$ cat config.mk
export PLATFORM = sky130hd
export DESIGN_NAME = press_event_adjuster
export DESIGN_NICKNAME = d
export VERILOG_FILES = /design/src/rtl/press_event_adjuster.sv
export SDC_FILE = /design/constraint.sdc
export NUM_CORES = 1
export LEC_CHECK = 0
export ABC_AREA = 1
export CAP_MARGIN = 15
export CORE_AREA = 2 2 66 83
export DETAILED_ROUTE_END_ITERATION = 10
export DIE_AREA = 0 0 68 85
export GPL_TIMING_DRIVEN = 0
export HOLD_SLACK_MARGIN = 0.05
export PLACE_DENSITY = 0.54
export RECOVER_POWER = 50
export SKIP_CTS_REPAIR_TIMING = 1
export SLEW_MARGIN = 40
export SYNTH_ARGS = -nofsm -noshare
export SYNTH_HDL_FRONTEND = slang
export SYNTH_SLANG_ARGS = --single-unit
$ cat constraint.sdc
create_clock -name clk_1kHz -period 3.1 [get_ports clk_1kHz]
set_clock_uncertainty 0.15 [all_clocks]
set_input_delay 0.775 -clock clk_1kHz [delete_from_list [all_inputs] [get_ports clk_1kHz]]
set_output_delay 0.775 -clock clk_1kHz [all_outputs]
set_load 0.02 [all_outputs]
$ cat src/rtl/press_event_adjuster.sv
// press_event_adjuster
//   Steps one editable alarm-clock field (minutes or hours) from the press
//   detector outputs. A short press steps once. A held long press steps
//   immediately and then repeats every REPEAT_MS clocks while it is held.
//   The value wraps within 0..MAX_VALUE.
//
// Parameters
//   WIDTH      bit width of the value
//   MAX_VALUE  highest legal value (MAX_VALUE < 2**WIDTH)
//   REPEAT_MS  clocks between auto-repeat steps (>= 2)
//
// Ports
//   clk_1kHz     in   system clock, 1 ms period
//   rst          in   synchronous, active-high reset
//   edit_en      in   field selected for editing; low ignores all presses
//   plus_short   in   one-cycle pulse per short plus press
//   plus_long    in   level, high while a plus long press is held
//   minus_short  in   one-cycle pulse per short minus press
//   minus_long   in   level, high while a minus long press is held
//   load         in   one-cycle strobe that loads load_value
//   load_value   in   value to load (clamped to MAX_VALUE)
//   value        out  current field value (registered)
//   step_pulse   out  one-cycle pulse in the cycle value changed by a press
//   repeating    out  high while an auto-repeat state is active
module press_event_adjuster #(
  parameter int WIDTH     = 6,
  parameter int MAX_VALUE = 59,
  parameter int REPEAT_MS = 100
) (
  input  logic             clk_1kHz,
  input  logic             rst,
  input  logic             edit_en,
  input  logic             plus_short,
  input  logic             plus_long,
  input  logic             minus_short,
  input  logic             minus_long,
  input  logic             load,
  input  logic [WIDTH-1:0] load_value,
  output logic [WIDTH-1:0] value,
  output logic             step_pulse,
  output logic             repeating
);

  localparam int                CNT_W    = $clog2(REPEAT_MS);
  localparam logic [WIDTH-1:0]  MAX_V    = WIDTH'(MAX_VALUE);
  localparam logic [CNT_W-1:0]  CNT_LAST = CNT_W'(REPEAT_MS - 1);

  typedef enum logic [1:0] {
    IDLE        = 2'd0,
    REPEAT_UP   = 2'd1,
    REPEAT_DOWN = 2'd2
  } state_e;

  state_e           state_q, state_d;
  logic [CNT_W-1:0] cnt_q, cnt_d;
  logic [WIDTH-1:0] value_q, value_d;
  logic             step_q, step_d;
  logic             conflict;

  function automatic logic [WIDTH-1:0] wrap_inc(input logic [WIDTH-1:0] v);
    return (v == MAX_V) ? '0 : v + WIDTH'(1);
  endfunction

  function automatic logic [WIDTH-1:0] wrap_dec(input logic [WIDTH-1:0] v);
    return (v == '0) ? MAX_V : v - WIDTH'(1);
  endfunction

  function automatic logic [WIDTH-1:0] clamp_load(input logic [WIDTH-1:0] v);
    return (v > MAX_V) ? MAX_V : v;
  endfunction

  // Both directions requested at once: treat as ambiguous and cancel.
  assign conflict = (plus_short | plus_long) & (minus_short | minus_long);

  always_comb begin
    state_d = state_q;
    cnt_d   = cnt_q;
    value_d = value_q;
    step_d  = 1'b0;

    if (load) begin
      value_d = clamp_load(load_value);
      state_d = IDLE;
      cnt_d   = '0;
    end else if (!edit_en || conflict) begin
      state_d = IDLE;
      cnt_d   = '0;
    end else begin
      unique case (state_q)
        IDLE: begin
          // Long presses win over short pulses so a held key steps
          // immediately and enters auto-repeat.
          if (plus_long) begin
            value_d = wrap_inc(value_q);
            step_d  = 1'b1;
            state_d = REPEAT_UP;
            cnt_d   = '0;
          end else if (minus_long) begin
            value_d = wrap_dec(value_q);
            step_d  = 1'b1;
            state_d = REPEAT_DOWN;
            cnt_d   = '0;
          end else if (plus_short) begin
            value_d = wrap_inc(value_q);
            step_d  = 1'b1;
          end else if (minus_short) begin
            value_d = wrap_dec(value_q);
            step_d  = 1'b1;
          end
        end
        REPEAT_UP: begin
          if (!plus_long) begin
            state_d = IDLE;
            cnt_d   = '0;
          end else if (cnt_q == CNT_LAST) begin
            value_d = wrap_inc(value_q);
            step_d  = 1'b1;
            cnt_d   = '0;
          end else begin
            cnt_d = cnt_q + CNT_W'(1);
          end
        end
        REPEAT_DOWN: begin
          if (!minus_long) begin
            state_d = IDLE;
            cnt_d   = '0;
          end else if (cnt_q == CNT_LAST) begin
            value_d = wrap_dec(value_q);
            step_d  = 1'b1;
            cnt_d   = '0;
          end else begin
            cnt_d = cnt_q + CNT_W'(1);
          end
        end
        default: begin
          state_d = IDLE;
          cnt_d   = '0;
        end
      endcase
    end
  end

  always_ff @(posedge clk_1kHz) begin
    if (rst) begin
      state_q <= IDLE;
      cnt_q   <= '0;
      value_q <= '0;
      step_q  <= 1'b0;
    end else begin
      state_q <= state_d;
      cnt_q   <= cnt_d;
      value_q <= value_d;
      step_q  <= step_d;
    end
  end

  assign value      = value_q;
  assign step_pulse = step_q;
  assign repeating  = (state_q != IDLE);

endmodule

Yosys cells after proc, flatten, opt, wreduce, memory -nomap -nowiden
Index checks and enable logic that the tools add are counted.

Add/sub/neg operators: 3. $lt $le $gt $ge: 1. Equality and inequality tests: 13. Mux-type cells: 33. Bitwise gates (word level): 3. Reduce and logical (&&, ||, !) cells: 9.

Operators by type and width (number): $mux 6 (13); $mux 7 (5); $pmux 7 s3 (1); $pmux 6 s3 (1); $ne 3x3->1 const B (5); $mux 2 (4); $add 7x1->7 const B (1); $eq 7x7->1 const B (1); $mux 1 (7); $reduce_and 7->1 (1); $add 6x1->6 const B (1); $eq 6x6->1 const B (1); $gt 6x6->1 const B (1); $logic_not 6->1 (1); $ne 2x2->1 const B (3); $ne 6x6->1 const B (1); $pmux 2 s3 (1); $sub 6x1->6 const B (1); $reduce_bool 4->1 (1); $pmux 1 s3 (1); $reduce_and 3->1 (1); $reduce_or 3->1 (1); $eq 2x1->1 const B (1); $eq 2x2->1 const B (1); other kinds (6) (7).

Flip-flop bits (word level): 16. Input bits: 14.

Logic depth before layout (Yosys ltp)
Gate-level depths: netlist of the first run.

Depth in word-level cells: 9. Mapped depth: 11.

Worst setup path before layout of the first run
No wires, ideal clock.

Path kind: register -> register. From: register value_q[0] (netlist: value[0]). To: register value_q[0] (netlist: value[0]). Library setup time: 0.115 ns. Arrival time: 1.508 ns. Required time: 2.835 ns. Setup slack: 1.327 ns. Stages on the path, launching flop included: 11. Buffers on the path: 0. Clock period less this slack: 1.773 ns. Cell sequence: dfxtp_1 ha_1 nand3_1 nor2_2 inv_2 nand2_1 nor2_1 o21ai_1 nand2_1 nor2_1 nor2_1.

Word-level cells in the longest chain between the ends: 9. Elaborated cells on any way between the ends: 17. Those cells by class: 2 x add/sub; 1 x eq/ne; 13 x mux; 1 x reduce/logical.

RTL lines: from (decl) (line 56) `logic [WIDTH-1:0] value_q, value_d;`; from (signal assigned) (line 152) `value_q <= value_d;`; $sub 6x1->6 / $logic_not 6->1 (equally long branches) (line 65) `return (v == '0) ? MAX_V : v - WIDTH'(1);`; $mux 6 (line 65); $mux 6 (line 106) `end else if (minus_short) begin`; $mux 6 (line 103) `end else if (plus_short) begin`; $mux 6 (line 98) `end else if (minus_long) begin`; $mux 6 (line 93) `if (plus_long) begin`; $pmux 6 s3 * (line 89) `unique case (state_q)`; $mux 6 * (line 85) `end else if (!edit_en || conflict) begin`; $mux 6 * (line 81) `if (load) begin`.

Every way passes the cells marked *; elsewhere a longest branch is shown, timed or not. The select of a mux whose other input is x is not followed. A chain may end at the register's enable or synchronous reset.

Final worst setup path of the first run
From: input plus_long. To: register cnt_q[0].

Word-level cells in the longest chain between the ends: 4. Elaborated cells on any way between the ends: 8. Those cells by class: 1 x eq/ne; 3 x mux; 2 x bitwise; 2 x reduce/logical.

RTL lines: from (decl) (line 34) `input logic plus_long,`; $or 1x1->1 (line 73) `assign conflict = (plus_short | plus_long) & (minus_short | minus_long);`; $and 1x1->1 (line 73); $logic_or 1x1->1 (line 85); $reduce_or 3->1 (no line); to (signal assigned) (line 151) `cnt_q <= cnt_d;`; to (decl) (line 55) `logic [CNT_W-1:0] cnt_q, cnt_d;`.

Several ways; a longest one is shown, not always the timed one.

==> summary.txt, run 1 <==
Run status
  • Status: finished clean

GRT
  • Initial antenna violation count: 0
  • Largest net degree at the start of global routing: 10
  • Grt ovf: 0
  • Vias in the first global route: 1277
  • First-pass GRT wire length: 5.62 mm
  • GRT Total Usage: 12.5%

Timing
  • Worst slew pin tran: 0.573 ns
  • Setup violations, final: 0
  • Minimum clock period: 2.66 ns
  • Final hold slack: 0.343 ns
  • RSZ-0062 raised after global routing: no
  • Period utilisation layout: 85.9%
  • Fin Setup TNS: 0 ns
  • Final Hold Vio Count: 0
  • Worst slew margin: 61.5%
  • Max-slew violation count: 0
  • Fmax: 376 MHz

Clocking
  • H-tree Lvls: 1
  • Worst-path clk slew: 0.06 ns
  • Max Root-Sink Buffers: 2
  • CTS tree: done
  • Clock Sinks: 16
  • Total CTS buffers: 3
  • Later-pin clock latency in the skew report: 0.25 ns
  • CTS root buf: clkbuf_8

Setup path
  • CP Max Fanout: 7
  • Setup CP Type: input pin to register
  • Critical Path End Type: register
  • Largest delay contributor family on the critical path: simple AND/OR/NAND/NOR gates
  • CP max stage delay: 0.62 ns
  • CP cell instances: dlygate4sd3_1 > nor3_1 > nor2_1 > inv_1 > nand3_1 > a21oi_2
  • CP max-delay cell: dlygate4sd3_1
  • Required time at the worst-slack endpoint: 3.13 ns
  • CP Launch Type: input pin
  • Worst path arrival time: 2.69 ns
  • Bufs and invs on worst path: 2

Power
  • Comb power frac: 30.4%
  • Internal: 400 µW
  • Seq pwr share: 38.5%
  • Clock power frac: 31.1%
  • Worst VDD drop: 0.249 mV
  • Sw frac: 32.1%
  • Total Power: 590 µW
  • PD cells: 354 nW/µm²
  • P_leak: 0.726 nW
  • Net load switching power: 189 µW

Detailed routing
  • Via count: 1326
  • Post-route ant nets: 0
  • Detailed Route Iter0 Violations: 60
  • Wire per inst: 11.0 µm
  • Final WL: 3.24 mm
  • DRC viols: 0
  • Average vias per placed instance: 4.48
  • DRT Pass-1 Iters: 4

Finish
  • Nets: 257
  • Ratio of cells with drive above 1 in the final layout: 13.7%
  • Layout area overhead: 23.6%
  • Diode count: 0
  • Fillers: 554
  • Reg area: 320 µm²
  • Multi-input gate area: 865 µm²

Synthesis
  • Proportion of synthesized area in mux cells: 0%
  • Synth Cell Area: 1350 µm²
  • FF+latch count, synth: 16
  • Yosys top cell by area: dfxtp_1
  • Cells after Synth: 209
  • Synth Net Count: 231
  • Yosys top cell area share: 23.7%
  • Post-Synth Adder-Cell Area: 7.42%
  • Main combinational cell family by area after synthesis: simple AND/OR/NAND/NOR gates
  • Sequential area share after synthesis: 23.7%
  • Compound-Gate Fraction of Synth Area: 12.7%
  • EDFF count, synth: 0
  • Commonest cells post-synth: nand2_1, inv_1, nor2_1, nand3_1, dfxtp_1
  • Top-count cell post-synth: nand2_1
  • Post-Synth Simple-Gate Area: 41.9%
  • Synth warn: 0
  • Synth async-reset ratio: 0%
  • Synth Area per Inst: 6.45 µm²
  • Xor and xnor fraction of the mapped netlist area: 3.90%
  • Synth cell types: 31
  • Area contributors post-synth: dfxtp_1, nand2_1, nand3_1, ha_1, inv_1
  • Post-synth top flop: dfxtp_1

Floorplan
  • Die area: 5780 µm²
  • Starting Density: 26.9%
  • I/O pin count: 22
  • Site row count: 29
  • Die height: 85 µm
  • Die Span X: 68 µm
  • Core area: 5010 µm²

Placed design
  • Post-DP HPWL: 2.62 mm
  • Buffers on Ports: 21
  • Gpl congestion: 0.854

Worst hold path
  • Hold WC Path Type: register to register

Run
  • Max cap viols: 0
==> worst register-to-register path: stages, from the launching register on <==
cell	delay (ns)
dfxtp_1	0.34
inv_1	0.09
ha_1	0.22
inv_2	0.06
nor3_1	0.45
nor2_1	0.16
inv_1	0.14
nand3_1	0.28
a21oi_2	0.20
==> area by class of cell <==
type	instances	area share, %
Clock buffer	4	3.30
Multi-Input combinational cell	158	51.9
Inverter	33	7.73
Sequential cell	16	19.2
Buffer	2	0.601
Timing Repair Buffer	21	12.6
Tap cell	62	4.65
==> metrics by stage <==
step / instance area, µm² / setup WS (ns) / cells / util, %
6_report: 1670 / 0.438 / 296 / 33.3
5_1_grt: 1670 / 0.236 / 296 / 33.3
4_1_cts: 1690 / 0.514 / 296 / 33.8
3_5_place_dp: 1640 / 0.550 / 292 / 32.7
3_3_place_gp: 1640 / 0.517 / 292 / 32.7
2_1_floorplan: 1350 / 1.33 / 209 / -
==> path summary, 6_finish.rpt <==
check                           slack (ns)  startpoint  endpoint  cells past startpoint
worst max-delay path                  0.44   plus_long  cnt_q[0]                      6
worst min-delay path                  0.34    cnt_q[0]  cnt_q[0]                      2
worst max register to register        0.95  state_q[0]  cnt_q[0]                      8
worst min register to register        0.34    cnt_q[0]  cnt_q[0]                      2
==> layout by cell type, fill, tap and decap left out, types with 6 or more instances in the layout <==
master           count
nor2_1              23
xor2_1               6
inv_1               25
dfxtp_1             16
clkdlybuf4s50_1     16
nand3_1             23
a21oi_1              7
inv_2                6
nand2_1             51
ha_1                 8
==> cells by family (layout without fill, tap and decap cells) <==
family                     Yosys count  count (layout)
and+or+nand+nor                    118             118
buffers and inverters               35              60
AOI/OAI and AO/OA                   26              26
DFF                                 16              16
adders and majority gates            8               8
xor gates and xnor gates             6               6
==> sequential cells by signal, summed over array words and instances (netlist names) <==
name	count
cnt_q	7
value	6
step_pulse	1
state_q	2
==> layer usage <==
metal  part of all wire [%]  global-route usage [%]  up-vias
met5                      0                       0        -
met4                    1.1                    3.27        0
met3                    5.4                    3.05        5
li1                       -                       -      724
met2                     46                    21.3       31
met1                     47                    15.5      566
==> power by group through the flow <==
stage	clock, mW	combinational [mW]	sequential [mW]
after floorplan	0	0.113	0.237
after global placement	0	0.185	0.232
after detailed placement	0	0.185	0.232
after CTS	0.192	0.186	0.228
after global routing	0.197	0.201	0.228
final	0.183	0.179	0.227
No activity file was read; power rests on OpenSTA's default activity.
==> inputs of run 2 (changes only) <==
- GPL_ROUTABILITY_DRIVEN: not set -> 0
==> results of run 2 <==
Final layout, timing and power as in run 1 (identical DEF).
==> inputs of run 3 (changes only) <==
- CORE_AREA: 2 2 66 83 -> 5 5 69 86
- DIE_AREA: 0 0 68 85 -> 0 0 74 91
- HOLD_SLACK_MARGIN: 0.05 -> not set
==> run 3 against run 2 <==
Effect of this change: global-route usage down 2.0 points; cell count unchanged; non-clock buffer count unchanged; utilization about the same; critical path depth down 2; fmax up 3.3%; count of clock-buffer cells in the layout unchanged; setup slack better by 0.086 ns; critical path type is now register to output pin; wire length up 3.8%; combinational power about the same; register-to-register slack better by 0.08 ns; critical endpoint is now repeating.
==> summary.txt, run 3 (synthesis gave the netlist of run 1 again) <==
Timing
  • Minimum clock period: 2.58 ns
  • Setup ws final: 0.524 ns
  • Worst slew pin tran: 0.667 ns
  • Worst slew margin: 55.2%
  • Fmax: 388 MHz
  • Setup violations, final: 0
  • Period utilisation layout: 83.1%
  • Final Hold Vio Count: 0
  • RSZ-0062 raised after global routing: no
  • Max-slew violation count: 0
  • Fin Setup TNS: 0 ns

Detailed routing
  • Average vias per placed instance: 4.61
  • Final WL: 3.37 mm
  • Wire per inst: 11.4 µm
  • Post-route ant nets: 0
  • DRT Pass-1 Iters: 4
  • DRC viols: 0
  • Via count: 1364
  • Detailed Route Iter0 Violations: 66

GRT
  • Grt ovf: 0
  • Initial antenna violation count: 0
  • Largest net degree at the start of global routing: 10
  • First-pass GRT wire length: 5.60 mm
  • GRT Total Usage: 10.5%
  • Vias in the first global route: 1290

Finish
  • Diode count: 0
  • Layout area overhead: 24.3%
  • Finished Cell Area: 1680 µm²
  • Commonest non-fill, non-tap cell in the layout: nand2_1
  • Most frequent cells in the layout: nand2_1, inv_1, nor2_1, nand3_1
  • Nets: 257
  • Ratio of cells with drive above 1 in the final layout: 12.8%
  • Max reg flops: 7
  • Biggest register: cnt_q

Setup path
  • CP Max Fanout: 4
  • Required time at the worst-slack endpoint: 2.17 ns
  • Setup CP Type: register to output pin
  • Worst path arrival time: 1.65 ns
  • CP Launch Type: register
  • Critical Path End Type: output pin

Floorplan
  • Die area: 6730 µm²
  • Die Span X: 74 µm
  • Site row count: 29
  • Core area: 5040 µm²
  • Starting Density: 26.7%
  • I/O pin count: 22
  • Die height: 91 µm

Power
  • P_leak: 0.725 nW
  • PD cells: 356 nW/µm²
  • Worst VDD drop: 0.173 mV

Clocking
  • Total CTS buffers: 3
  • H-tree Lvls: 1
  • Clock Sinks: 16
  • Later-pin clock latency in the skew report: 0.25 ns
  • CTS root buf: clkbuf_8
  • CTS tree: done
  • Worst-path clk slew: 0.07 ns
  • Max Root-Sink Buffers: 2

Placed design
  • Place WS: 0.490 ns
  • Dpl cell area: 1640 µm²
  • Post-DP HPWL: 2.75 mm
  • Buffers on Ports: 21

Run status
  • Status: finished clean

Run
  • Max cap viols: 0

Worst hold path
  • Hold WC Path Type: register to register
run 3: layout make-up:
type / count / area, µm²
Fill cell: 565 / 3370
Sequential cell: 16 / 320
Timing Repair Buffer: 21 / 210
Tap cell: 62 / 77.6
Buffer: 2 / 10.0
Clock buffer: 4 / 55.1
Inverter: 33 / 129
Multi-Input combinational cell: 158 / 875
run 3: final timing paths:
path / from / to / slack [ns] / cells past startpoint
min: cnt_q[1] / cnt_q[1] / 0.34 / 2
max: state_q[0] / repeating / 0.52 / 4
min reg2reg: cnt_q[1] / cnt_q[1] / 0.34 / 2
max reg2reg: state_q[0] / cnt_q[6] / 1.03 / 8
run 3: power by group:
group | switching [mW] | internal [mW]
combinational | 0.106 | 0.0734
clock | 0.0773 | 0.113
sequential | 0.0126 | 0.214
run 3: per-layer routing:
layer	track usage, %	routed length (µm)
met3	1.55	105
met4	3.17	38
met5	0	0
met1	11.8	1440
met2	19.6	1790
run 3: per-stage QoR:
stage | hold slack, ns | util, % | cells | power (mW)
2_1_floorplan | 0.315 | - | 209 | 0.350
3_3_place_gp | 0.329 | 32.4 | 292 | 0.416
3_5_place_dp | 0.336 | 32.4 | 292 | 0.415
4_1_cts | 0.346 | 33.5 | 296 | 0.612
5_1_grt | 0.355 | 33.2 | 296 | 0.634
6_report | 0.341 | 33.2 | 296 | 0.596
run 3: critical path: stages (launching register included):
cell	delay, ns
dfxtp_1	0.39
inv_1	0.08
ha_1	0.25
inv_2	0.09
clkdlybuf4s50_1	0.60
